===== src/rtl/micro_sequencer_pkg.sv =====
// -----------------------------------------------------------------------------
// micro_seq_pkg
// Purpose : Shared definitions for the micro-sequencer: the default micro-PC
//           width, the next_sel code points carried in each microinstruction,
//           and the sequencer state encoding.
// Ports   : none (package)
// Config  : MICRO_SUBROUTINE_EN is interpreted by micro_sequencer, not here.
// -----------------------------------------------------------------------------
package micro_seq_pkg;

   localparam int UPC_W_DEF = 6;

   localparam logic [2:0] NS_INC      = 3'b000;
   localparam logic [2:0] NS_DISPATCH = 3'b001;
   localparam logic [2:0] NS_BRANCH   = 3'b010;
   localparam logic [2:0] NS_JUMP     = 3'b011;
   localparam logic [2:0] NS_FETCH    = 3'b100;
   localparam logic [2:0] NS_CALL     = 3'b101;
   localparam logic [2:0] NS_RET      = 3'b110;
   localparam logic [2:0] NS_HALT     = 3'b111;

   typedef enum logic [1:0] {
      ST_RUN     = 2'd0,
      ST_WAIT_OP = 2'd1,
      ST_HALT    = 2'd2
   } seq_state_t;

endpackage


===== src/rtl/micro_sequencer_if.sv =====
// -----------------------------------------------------------------------------
// micro_sequencer_if
// Purpose : Bundles the sequencer's control-side inputs and micro-PC/status
//           outputs. clk and rst_n are not part of the bundle.
// Signals : rom_offset, opcode_valid, next_sel, branch_addr, cond, stall
//           (driven by master), upc, dispatch_ack, halted, stack_err
//           (driven by slave = the sequencer).
// -----------------------------------------------------------------------------
interface micro_sequencer_if
   import micro_seq_pkg::*;
#(
   parameter int UPC_W = UPC_W_DEF
);
   logic [UPC_W-1:0] rom_offset;
   logic             opcode_valid;
   logic [2:0]       next_sel;
   logic [UPC_W-1:0] branch_addr;
   logic             cond;
   logic             stall;
   logic [UPC_W-1:0] upc;
   logic             dispatch_ack;
   logic             halted;
   logic             stack_err;

   modport master (
      output rom_offset, opcode_valid, next_sel, branch_addr, cond, stall,
      input  upc, dispatch_ack, halted, stack_err
   );

   modport slave (
      input  rom_offset, opcode_valid, next_sel, branch_addr, cond, stall,
      output upc, dispatch_ack, halted, stack_err
   );
endinterface


===== src/rtl/micro_stack.sv =====
// -----------------------------------------------------------------------------
// micro_stack
// Purpose : LIFO return-address stack, DEPTH entries of UPC_W bits. Only the
//           pointer is reset; entry contents are left as-is.
// Ports   : clk, rst_n (sync, active-low), push/push_data, pop/pop_data
//           (pop_data shows the current top entry combinationally),
//           full, empty.
// -----------------------------------------------------------------------------
module micro_stack #(
   parameter int UPC_W = 6,
   parameter int DEPTH = 4
) (
   input  logic             clk,
   input  logic             rst_n,
   input  logic             push,
   input  logic [UPC_W-1:0] push_data,
   input  logic             pop,
   output logic [UPC_W-1:0] pop_data,
   output logic             full,
   output logic             empty
);
   localparam int SP_W  = $clog2(DEPTH + 1);
   localparam int IDX_W = (DEPTH > 1) ? $clog2(DEPTH) : 1;

   logic [UPC_W-1:0] mem [DEPTH];
   logic [SP_W-1:0]  sp;
   logic [IDX_W-1:0] top_idx;

   assign full     = (sp == SP_W'(DEPTH));
   assign empty    = (sp == '0);
   assign top_idx  = IDX_W'(sp - 1'b1);
   assign pop_data = empty ? '0 : mem[top_idx];

   always_ff @(posedge clk) begin
      if (!rst_n) begin
         sp <= '0;
      end else if (push && !full) begin
         sp <= sp + 1'b1;
      end else if (pop && !empty) begin
         sp <= sp - 1'b1;
      end
   end

   always_ff @(posedge clk) begin
      if (push && !full) begin
         mem[IDX_W'(sp)] <= push_data;
      end
   end
endmodule


===== src/rtl/micro_sequencer.sv =====
// -----------------------------------------------------------------------------
// micro_sequencer
// Purpose : Micro-PC sequencer for a microcoded control unit. Each cycle the
//           current microinstruction's next_sel picks the next micro-PC
//           (INC, DISPATCH, BRANCH, JUMP, FETCH, CALL, RET, HALT). All outputs
//           are registered; upc changes one clock after the decoding cycle.
// Ports   : clk, rst_n (sync, active-low), bus (micro_sequencer_if.slave).
// Config  : `define MICRO_SUBROUTINE_EN adds a STACK_DEPTH-entry return stack
//           for CALL/RET. Without it CALL acts as JUMP, RET acts as FETCH and
//           stack_err is tied low.
// -----------------------------------------------------------------------------
module micro_sequencer
   import micro_seq_pkg::*;
#(
   parameter int UPC_W       = UPC_W_DEF,
   parameter int STACK_DEPTH = 4
) (
   input  logic                 clk,
   input  logic                 rst_n,
   micro_sequencer_if.slave     bus
);
   seq_state_t       state;
   logic [UPC_W-1:0] upc_q;
   logic [UPC_W-1:0] upc_inc;
   logic             ack_q;
   logic             halted_q;

   if (STACK_DEPTH < 1) begin : g_bad_depth
      $error("micro_sequencer: STACK_DEPTH must be at least 1");
   end

   assign upc_inc = upc_q + UPC_W'(1);

`ifdef MICRO_SUBROUTINE_EN
   logic             err_q;
   logic             decode;
   logic             push;
   logic             pop;
   logic             full;
   logic             empty;
   logic [UPC_W-1:0] pop_data;

   // Stack operations only happen on a live RUN-state decode.
   assign decode = (state == ST_RUN) && !bus.stall;
   assign push   = decode && (bus.next_sel == NS_CALL);
   assign pop    = decode && (bus.next_sel == NS_RET);

   micro_stack #(
      .UPC_W (UPC_W),
      .DEPTH (STACK_DEPTH)
   ) u_stack (
      .clk       (clk),
      .rst_n     (rst_n),
      .push      (push),
      .push_data (upc_inc),
      .pop       (pop),
      .pop_data  (pop_data),
      .full      (full),
      .empty     (empty)
   );

   assign bus.stack_err = err_q;
`else
   assign bus.stack_err = 1'b0;
`endif

   always_ff @(posedge clk) begin
      if (!rst_n) begin
         state    <= ST_RUN;
         upc_q    <= '0;
         ack_q    <= 1'b0;
         halted_q <= 1'b0;
`ifdef MICRO_SUBROUTINE_EN
         err_q    <= 1'b0;
`endif
      end else begin
         ack_q <= 1'b0;
         case (state)
            ST_HALT: begin
               // Sticky until reset.
            end
            ST_WAIT_OP: begin
               // next_sel is ignored while waiting for a usable opcode.
               if (!bus.stall && bus.opcode_valid) begin
                  upc_q <= bus.rom_offset;
                  ack_q <= 1'b1;
                  state <= ST_RUN;
               end
            end
            default: begin
               if (!bus.stall) begin
                  case (bus.next_sel)
                     NS_INC:      upc_q <= upc_inc;
                     NS_DISPATCH: begin
                        if (bus.opcode_valid) begin
                           upc_q <= bus.rom_offset;
                           ack_q <= 1'b1;
                        end else begin
                           state <= ST_WAIT_OP;
                        end
                     end
                     NS_BRANCH:   upc_q <= bus.cond ? bus.branch_addr : upc_inc;
                     NS_JUMP:     upc_q <= bus.branch_addr;
                     NS_FETCH:    upc_q <= '0;
`ifdef MICRO_SUBROUTINE_EN
                     NS_CALL: begin
                        // Overflow still takes the jump; the return is lost.
                        upc_q <= bus.branch_addr;
                        if (full) err_q <= 1'b1;
                     end
                     NS_RET: begin
                        if (empty) begin
                           upc_q <= '0;
                           err_q <= 1'b1;
                        end else begin
                           upc_q <= pop_data;
                        end
                     end
`else
                     NS_CALL:     upc_q <= bus.branch_addr;
                     NS_RET:      upc_q <= '0;
`endif
                     NS_HALT: begin
                        state    <= ST_HALT;
                        halted_q <= 1'b1;
                     end
                     default:     upc_q <= upc_q;
                  endcase
               end
            end
         endcase
      end
   end

   assign bus.upc          = upc_q;
   assign bus.dispatch_ack = ack_q;
   assign bus.halted       = halted_q;
endmodule


===== src/flat_wrapper.sv =====
// flat-port wrapper written by rule: the top's interface ports become plain ports
module micro_sequencer_flat import micro_seq_pkg::*;
#(
   parameter int UPC_W       = UPC_W_DEF,
   parameter int STACK_DEPTH = 4
)
  (clk, rst_n, bus_rom_offset, bus_opcode_valid, bus_next_sel, bus_branch_addr, bus_cond, bus_stall, bus_upc, bus_dispatch_ack, bus_halted, bus_stack_err);
  micro_sequencer_if #(.UPC_W(UPC_W)) bus_i ();
  input  logic clk;
  input  logic rst_n;
  input wire logic [$bits(bus_i.rom_offset)-1:0] bus_rom_offset;
  input wire logic [$bits(bus_i.opcode_valid)-1:0] bus_opcode_valid;
  input wire logic [$bits(bus_i.next_sel)-1:0] bus_next_sel;
  input wire logic [$bits(bus_i.branch_addr)-1:0] bus_branch_addr;
  input wire logic [$bits(bus_i.cond)-1:0] bus_cond;
  input wire logic [$bits(bus_i.stall)-1:0] bus_stall;
  output wire logic [$bits(bus_i.upc)-1:0] bus_upc;
  output wire logic [$bits(bus_i.dispatch_ack)-1:0] bus_dispatch_ack;
  output wire logic [$bits(bus_i.halted)-1:0] bus_halted;
  output wire logic [$bits(bus_i.stack_err)-1:0] bus_stack_err;
  assign bus_i.rom_offset = bus_rom_offset;
  assign bus_i.opcode_valid = bus_opcode_valid;
  assign bus_i.next_sel = bus_next_sel;
  assign bus_i.branch_addr = bus_branch_addr;
  assign bus_i.cond = bus_cond;
  assign bus_i.stall = bus_stall;
  assign bus_upc = bus_i.upc;
  assign bus_dispatch_ack = bus_i.dispatch_ack;
  assign bus_halted = bus_i.halted;
  assign bus_stack_err = bus_i.stack_err;
  micro_sequencer #(.UPC_W(UPC_W), .STACK_DEPTH(STACK_DEPTH)) u_core (.clk(clk), .rst_n(rst_n), .bus(bus_i));
endmodule

===== config.mk =====
export PLATFORM = sky130hd
export DESIGN_NAME = micro_sequencer_flat
export DESIGN_NICKNAME = d
export VERILOG_FILES = /design/src/rtl/micro_sequencer_pkg.sv /design/src/rtl/micro_sequencer_if.sv /design/src/rtl/micro_stack.sv /design/src/rtl/micro_sequencer.sv /design/src/flat_wrapper.sv
export SDC_FILE = /design/constraint.sdc
export NUM_CORES = 1
export LEC_CHECK = 0
export CORE_MARGIN = 3
export CORE_UTILIZATION = 46
export DETAILED_ROUTE_END_ITERATION = 10
export GPL_TIMING_DRIVEN = 0
export HOLD_SLACK_MARGIN = 0.15
export PLACE_DENSITY_LB_ADDON = 0.1
export SETUP_SLACK_MARGIN = 0.5
export SLEW_MARGIN = 20
export SYNTH_ARGS = -nofsm -noshare
export SYNTH_HDL_FRONTEND = slang
export SYNTH_SLANG_ARGS = --single-unit

===== constraint.sdc =====
create_clock -name clk -period 2.4 [get_ports clk]
set_input_delay 0.36 -clock clk [delete_from_list [all_inputs] [get_ports clk]]
set_output_delay 0.36 -clock clk [all_outputs]
set_load 0.02 [all_outputs]

== Word level (Yosys, flattened, before mapping) ==
Cells that the tools add are included.
Storage, ports and cells
  bits in registers: 10
  input bits: 20
  output and inout bits: 9
  word-level logic and storage cells: 48
Cells by class
  add/subtract/negate cells: 1
  eq/ne operators: 13
  muxes and demuxes: 16
  bitwise operators: 3
  reduce and logical (&&, ||, !) cells: 11
Operators by type and width (count)
  $pmux 6 s5: 1
  $mux 6: 4
  $eq 3x3->1 const B: 4
  $pmux 6 s2: 1
  $reduce_and 5->1: 2
  $pmux 2 s2: 2
  $add 6x1->6 const B: 1
  $eq 3x2->1 const B: 2
  $mux 2: 3
  $ne 3x3->1 const B: 2
  $reduce_bool 6->1: 1
  $reduce_or 2->1: 3
  $mux 1: 4
  $ne 2x1->1 const B: 2
  $eq 3x1->1 const B: 1
  $logic_not 3->1: 1
  $not 1->1: 3
  $reduce_and 3->1: 1
  $reduce_bool 3->1: 1
  $eq 2x1->1 const B: 1
  $eq 2x2->1 const B: 1
  $pmux 1 s2: 1
  $logic_and 1x1->1: 1
  $logic_not 1->1: 1

== Longest topological paths before layout ==
  depth after elaboration: 5
  depth in mapped cells: 8
  gate-level depth less buffers: 7

== Least setup slack after synthesis ==
OpenSTA, ideal clock, no wires.
  path kind: reg-to-reg
  start: reg u_core.state[1]
  end: reg u_core.upc_q[1], in the netlist u_core.bus.upc[1]
  library setup time: 0.116 ns
  arrival time: 1.406 ns
  required time: 2.284 ns
  setup slack: 0.877 ns
  stages on the path, launching flop included: 9
  buffers on the path: 2
  period minus slack after synthesis: 1.523 ns
  path through: dfxtp_1 -> inv_1 -> ha_1 -> clkbuf_1 -> o21ai_1 -> a21oi_2 -> buf_6 -> o211ai_2 -> o211a_1
On the way
  cells in the longest elaborated chain, start to end: 3
  elaborated cells on any way between the ends: 9
RTL lines
  start: declaration: RTL line micro_sequencer.sv:22  | seq_state_t state;
  start signal: assignment: RTL line micro_sequencer.sv:69  | state <= ST_RUN;
  start signal: assignment: RTL line micro_sequencer.sv:87  | state <= ST_RUN;
  start signal: assignment: RTL line micro_sequencer.sv:99  | state <= ST_WAIT_OP;
  $eq 2x1->1 / $eq 2x2->1 (equally long branches): RTL line micro_sequencer.sv:78  | case (state)
  $ne 3x3->1 (no source line) (tied with other cells)
  $reduce_and 5->1 (no source line)
  end signal: assignment: RTL line micro_sequencer.sv:85  | upc_q <= bus.rom_offset;
  end signal: assignment: RTL line micro_sequencer.sv:93  | NS_INC: upc_q <= upc_inc;
  end signal: assignment: RTL line micro_sequencer.sv:96  | upc_q <= bus.rom_offset;
  end: declaration: RTL line micro_sequencer.sv:23  | logic [UPC_W-1:0] upc_q;
Several ways; a longest one is shown, not always the timed one.
A chain may end at the register's enable or synchronous reset.

== Worst setup path after layout ==
  start: reg u_core.upc_q[0], in the netlist u_core.bus.upc[0]
  end: out bus_upc[0]
RTL lines
  end: declaration: RTL line flat_wrapper.sv:17  | output wire logic [$bits(bus_i.upc)-1:0] bus_upc;
No word-level cell between the ends.

==> tab_implementation.tex <==
\begin{tabular}{lr}
\hline
Metric & Value \\
\hline
\multicolumn{2}{l}{\textbf{Status}} \\
Status & complete, no violations \\
\multicolumn{2}{l}{\textbf{Yosys}} \\
Leading post-synthesis cells by cell area & dfxtp\_1 26\%, nand2\_1 5.9\%, ha\_1 4.9\% \\
Synthesized netlist net count & 118 \\
Netlist area before placement & 763 um\^{}2 \\
Mean cell area of the mapped netlist & 8.03 um\^{}2 \\
Sequential element share of the synthesized area & 26.2\% \\
Number of register bits inferred by synthesis & 10 \\
Most frequently used flop master after synthesis & dfxtp\_1 \\
Top cell types by occurrence after synthesis & 12 x nand2\_1, 10 x dfxtp\_1, 5 x o21ai\_0 \\
Async S/R FF share, synth & 0\% \\
Number of enable flip-flop cells after synthesis & 0 \\
Count of unique library cells instantiated by Yosys & 36 \\
Instance count of the mapped netlist & 95 \\
Count leader, synth & nand2\_1 \\
Yosys Warn Count & 0 \\
Portion of synthesized cell area occupied by the leading cell type & 26.2\% \\
Area leader, netlist & dfxtp\_1 \\
\multicolumn{2}{l}{\textbf{Placed design}} \\
Placed instance count & 135 \\
Cell area reported after detailed placement & 0.00102 mm\^{}2 \\
Final Wtd Congestion & 0.833 \\
IO Port Bufs & 24 \\
Pre-CTS setup slack & 0.510 ns \\
Half-perimeter wire length of the detailed placement result & 1.44 mm \\
\multicolumn{2}{l}{\textbf{Clock network}} \\
Deepest level of the CTS H-tree & 1 \\
CTS Buffer Depth & 2 \\
Clock slew at the register clock pins of the worst setup and hold paths & 0.07 ns \\
Buffer type at the clock tree root & clkbuf\_4 \\
Insertion delay of the later-clocked pin in the worst-skew pair & 0.28 ns \\
Total CTS buffers & 3 \\
Clock tree from TritonCTS & yes \\
CTS Hold Buffers Added & 0 \\
TritonCTS sink count & 10 \\
\multicolumn{2}{l}{\textbf{Worst setup path}} \\
Endpoint arrival time on the critical path & 1.37 ns \\
Worst Path Buf+Inv & 1 \\
Reg2reg setup slack & 0.70 ns \\
Kind of start point of the critical path & flop \\
Kind of end point of the critical path & primary output \\
Chain of cells forming the critical path & clkdlybuf4s50\_1 \\
Worst endpoint required time & 2.04 ns \\
Peak fanout along the critical path & 6 \\
Critical path's top delay family & buffers and inverters \\
Delay of the slowest cell on the worst path & 0.65 ns \\
Cell type of the slowest stage on the worst timing path & clkdlybuf4s50\_1 \\
Critical setup path kind & reg -> out \\
\multicolumn{2}{l}{\textbf{GRT}} \\
Number of global-route vias before repair & 702 \\
Antenna violations before repair & 0 \\
GRT Resource Usage Total & 19.0\% \\
Grt total ovfl & 0 \\
Wire length of the first global-routing pass & 2.90 mm \\
Largest net degree at the start of global routing & 11 \\
\multicolumn{2}{l}{\textbf{STA}} \\
Clock skew & 0.00337 ns \\
Final critical delay including setup and external delays & 1.73 ns \\
RSZ-0062 raised after global routing & false \\
Sum of negative setup slack & 0 ns \\
Worst path setup slack after routing & 0.672 ns \\
Count of final max-slew check failures & 0 \\
Number of hold violations in the final report & 0 \\
Tightest hold margin & 0.474 ns \\
FMAX & 579 MHz \\
Ratio of final minimum period to clock period & 72.0\% \\
Final setup viols & 0 \\
\multicolumn{2}{l}{\textbf{Pwr}} \\
Power per standard cell area & 457 mW/mm\^{}2 \\
Fraction of power consumed by sequential logic & 38.1\% \\
Leakage power of the design & 0.424 nW \\
Switching Fraction & 29.7\% \\
Total net switching power & 0.144 mW \\
Overall Power & 0.485 mW \\
Combinational Power Share & 28.5\% \\
Internal power of the cells & 0.341 mW \\
VDD IR max & 0.000349 V \\
Clk pwr share & 33.3\% \\
\multicolumn{2}{l}{\textbf{Floorplan}} \\
Overall die area & 0.00218 mm\^{}2 \\
Width of the die & 46.7 um \\
Starting density of the core & 49.5\% \\
Core area & 0.00154 mm\^{}2 \\
Floorplan row count & 14 \\
Floorplan die height & 46.7 um \\
I/O pin count & 29 \\
\multicolumn{2}{l}{\textbf{Detailed routing}} \\
Iteration-0 DRC Markers & 26 \\
Count of TritonRoute iterations in the first routing pass & 4 \\
Routed WL & 2.00 mm \\
Post-DRT Antenna Nets & 0 \\
DR vias & 830 \\
Remaining design rule violation count & 0 \\
Average wire per standard cell & 14.4 um \\
Average via count per standard cell & 5.97 \\
\multicolumn{2}{l}{\textbf{Layout}} \\
Layout overhead on the synthesized area & 39.0\% \\
Number of standard cells in the layout, taps in and fillers out & 139 \\
Number of diodes & 0 \\
Fraction of layout cells with a size suffix above 1 & 11.4\% \\
Final cell area excluding filler cells & 0.00106 mm\^{}2 \\
Fraction of the core area covered by cells at the end of the flow & 68.8\% \\
Total number of nets in the final design & 147 \\
\multicolumn{2}{l}{\textbf{Hold path}} \\
Class of the worst hold path & reg -> reg \\
\multicolumn{2}{l}{\textbf{Job}} \\
Number of max-cap violations & 0 \\
\hline
\end{tabular}
==> final cells by class <==
| type | count | area (um^2) |
|---|---|---|
| plain buffers | 7 | 51.3 |
| clock buffers | 4 | 36.3 |
| fillers | 135 | 480 |
| inverters | 4 | 15.0 |
| multi-input cells | 74 | 498 |
| flip-flops and latches | 10 | 200 |
| well taps | 16 | 20.0 |
| repair buffers | 24 | 240 |
==> flip-flops by register name (all words and copies together), names as in the netlist <==
signal	flops
u_core.state	2
u_core.bus.upc	6
u_core.bus.dispatch_ack	1
u_core.bus.halted	1
==> worst paths after layout <==
| path | depth (start not counted) | start | endpoint |
|---|---|---|---|
| hold / removal | 1 | u_core.bus.halted | u_core.bus.halted |
| setup / recovery | 1 | u_core.bus.upc[0] | bus_upc[0] |
| setup reg to reg | 8 | u_core.state[1] | u_core.bus.upc[4] |
| hold reg to reg | 1 | u_core.bus.halted | u_core.bus.halted |
==> repair_timing <==
action                     4_1_cts  5_1_grt
hold endpoints to repair         0        0
setup endpoints to repair        0        2
resized for setup                0        2
buffers inserted                 0        0
==> cells by family (layout without fill, tap and decap cells) <==
group | count (synthesis) | count (layout) | share of synthesized area (%)
AOI/OAI and AO/OA | 34 | 34 | 33.3
and+or+nand+nor | 30 | 30 | 19.3
buffers and inverters | 11 | 39 | 8.52
DFF | 10 | 10 | 26.2
xor gates and xnor gates | 4 | 4 | 4.59
adders and majority gates | 3 | 3 | 4.92
muxes | 2 | 2 | 2.62
other | 1 | 1 | 0.491
==> power groups by stage <==
stage / combinational, mW / sequential [mW] / clock (mW)
4_1_cts: 0.138 / 0.185 / 0.164
3_3_place_gp: 0.135 / 0.188 / 0
2_1_floorplan: 0.0693 / 0.196 / 0
6_report: 0.138 / 0.185 / 0.162
5_1_grt: 0.149 / 0.186 / 0.172
3_5_place_dp: 0.137 / 0.188 / 0
==> layer usage <==
metal	part of all wire, %	track usage [%]	up-vias
met5	0	0	-
met4	1.7	10.5	0
met3	7.1	7.28	4
met2	49	30.2	32
met1	42	22.1	386
li1	-	-	408
==> cells in the final DEF, fill, tap and decap left out, drive strengths merged, types with 5 or more instances in the layout <==
cell type | netlist | final
o21ai | 6 | 6
clkbuf | 2 | 6
nand2 | 13 | 13
clkdlybuf4s50 | 0 | 24
a21oi | 5 | 5
dfxtp | 10 | 10
buf | 5 | 5
o211ai | 6 | 6
No activity file was read; power rests on OpenSTA's default activity.
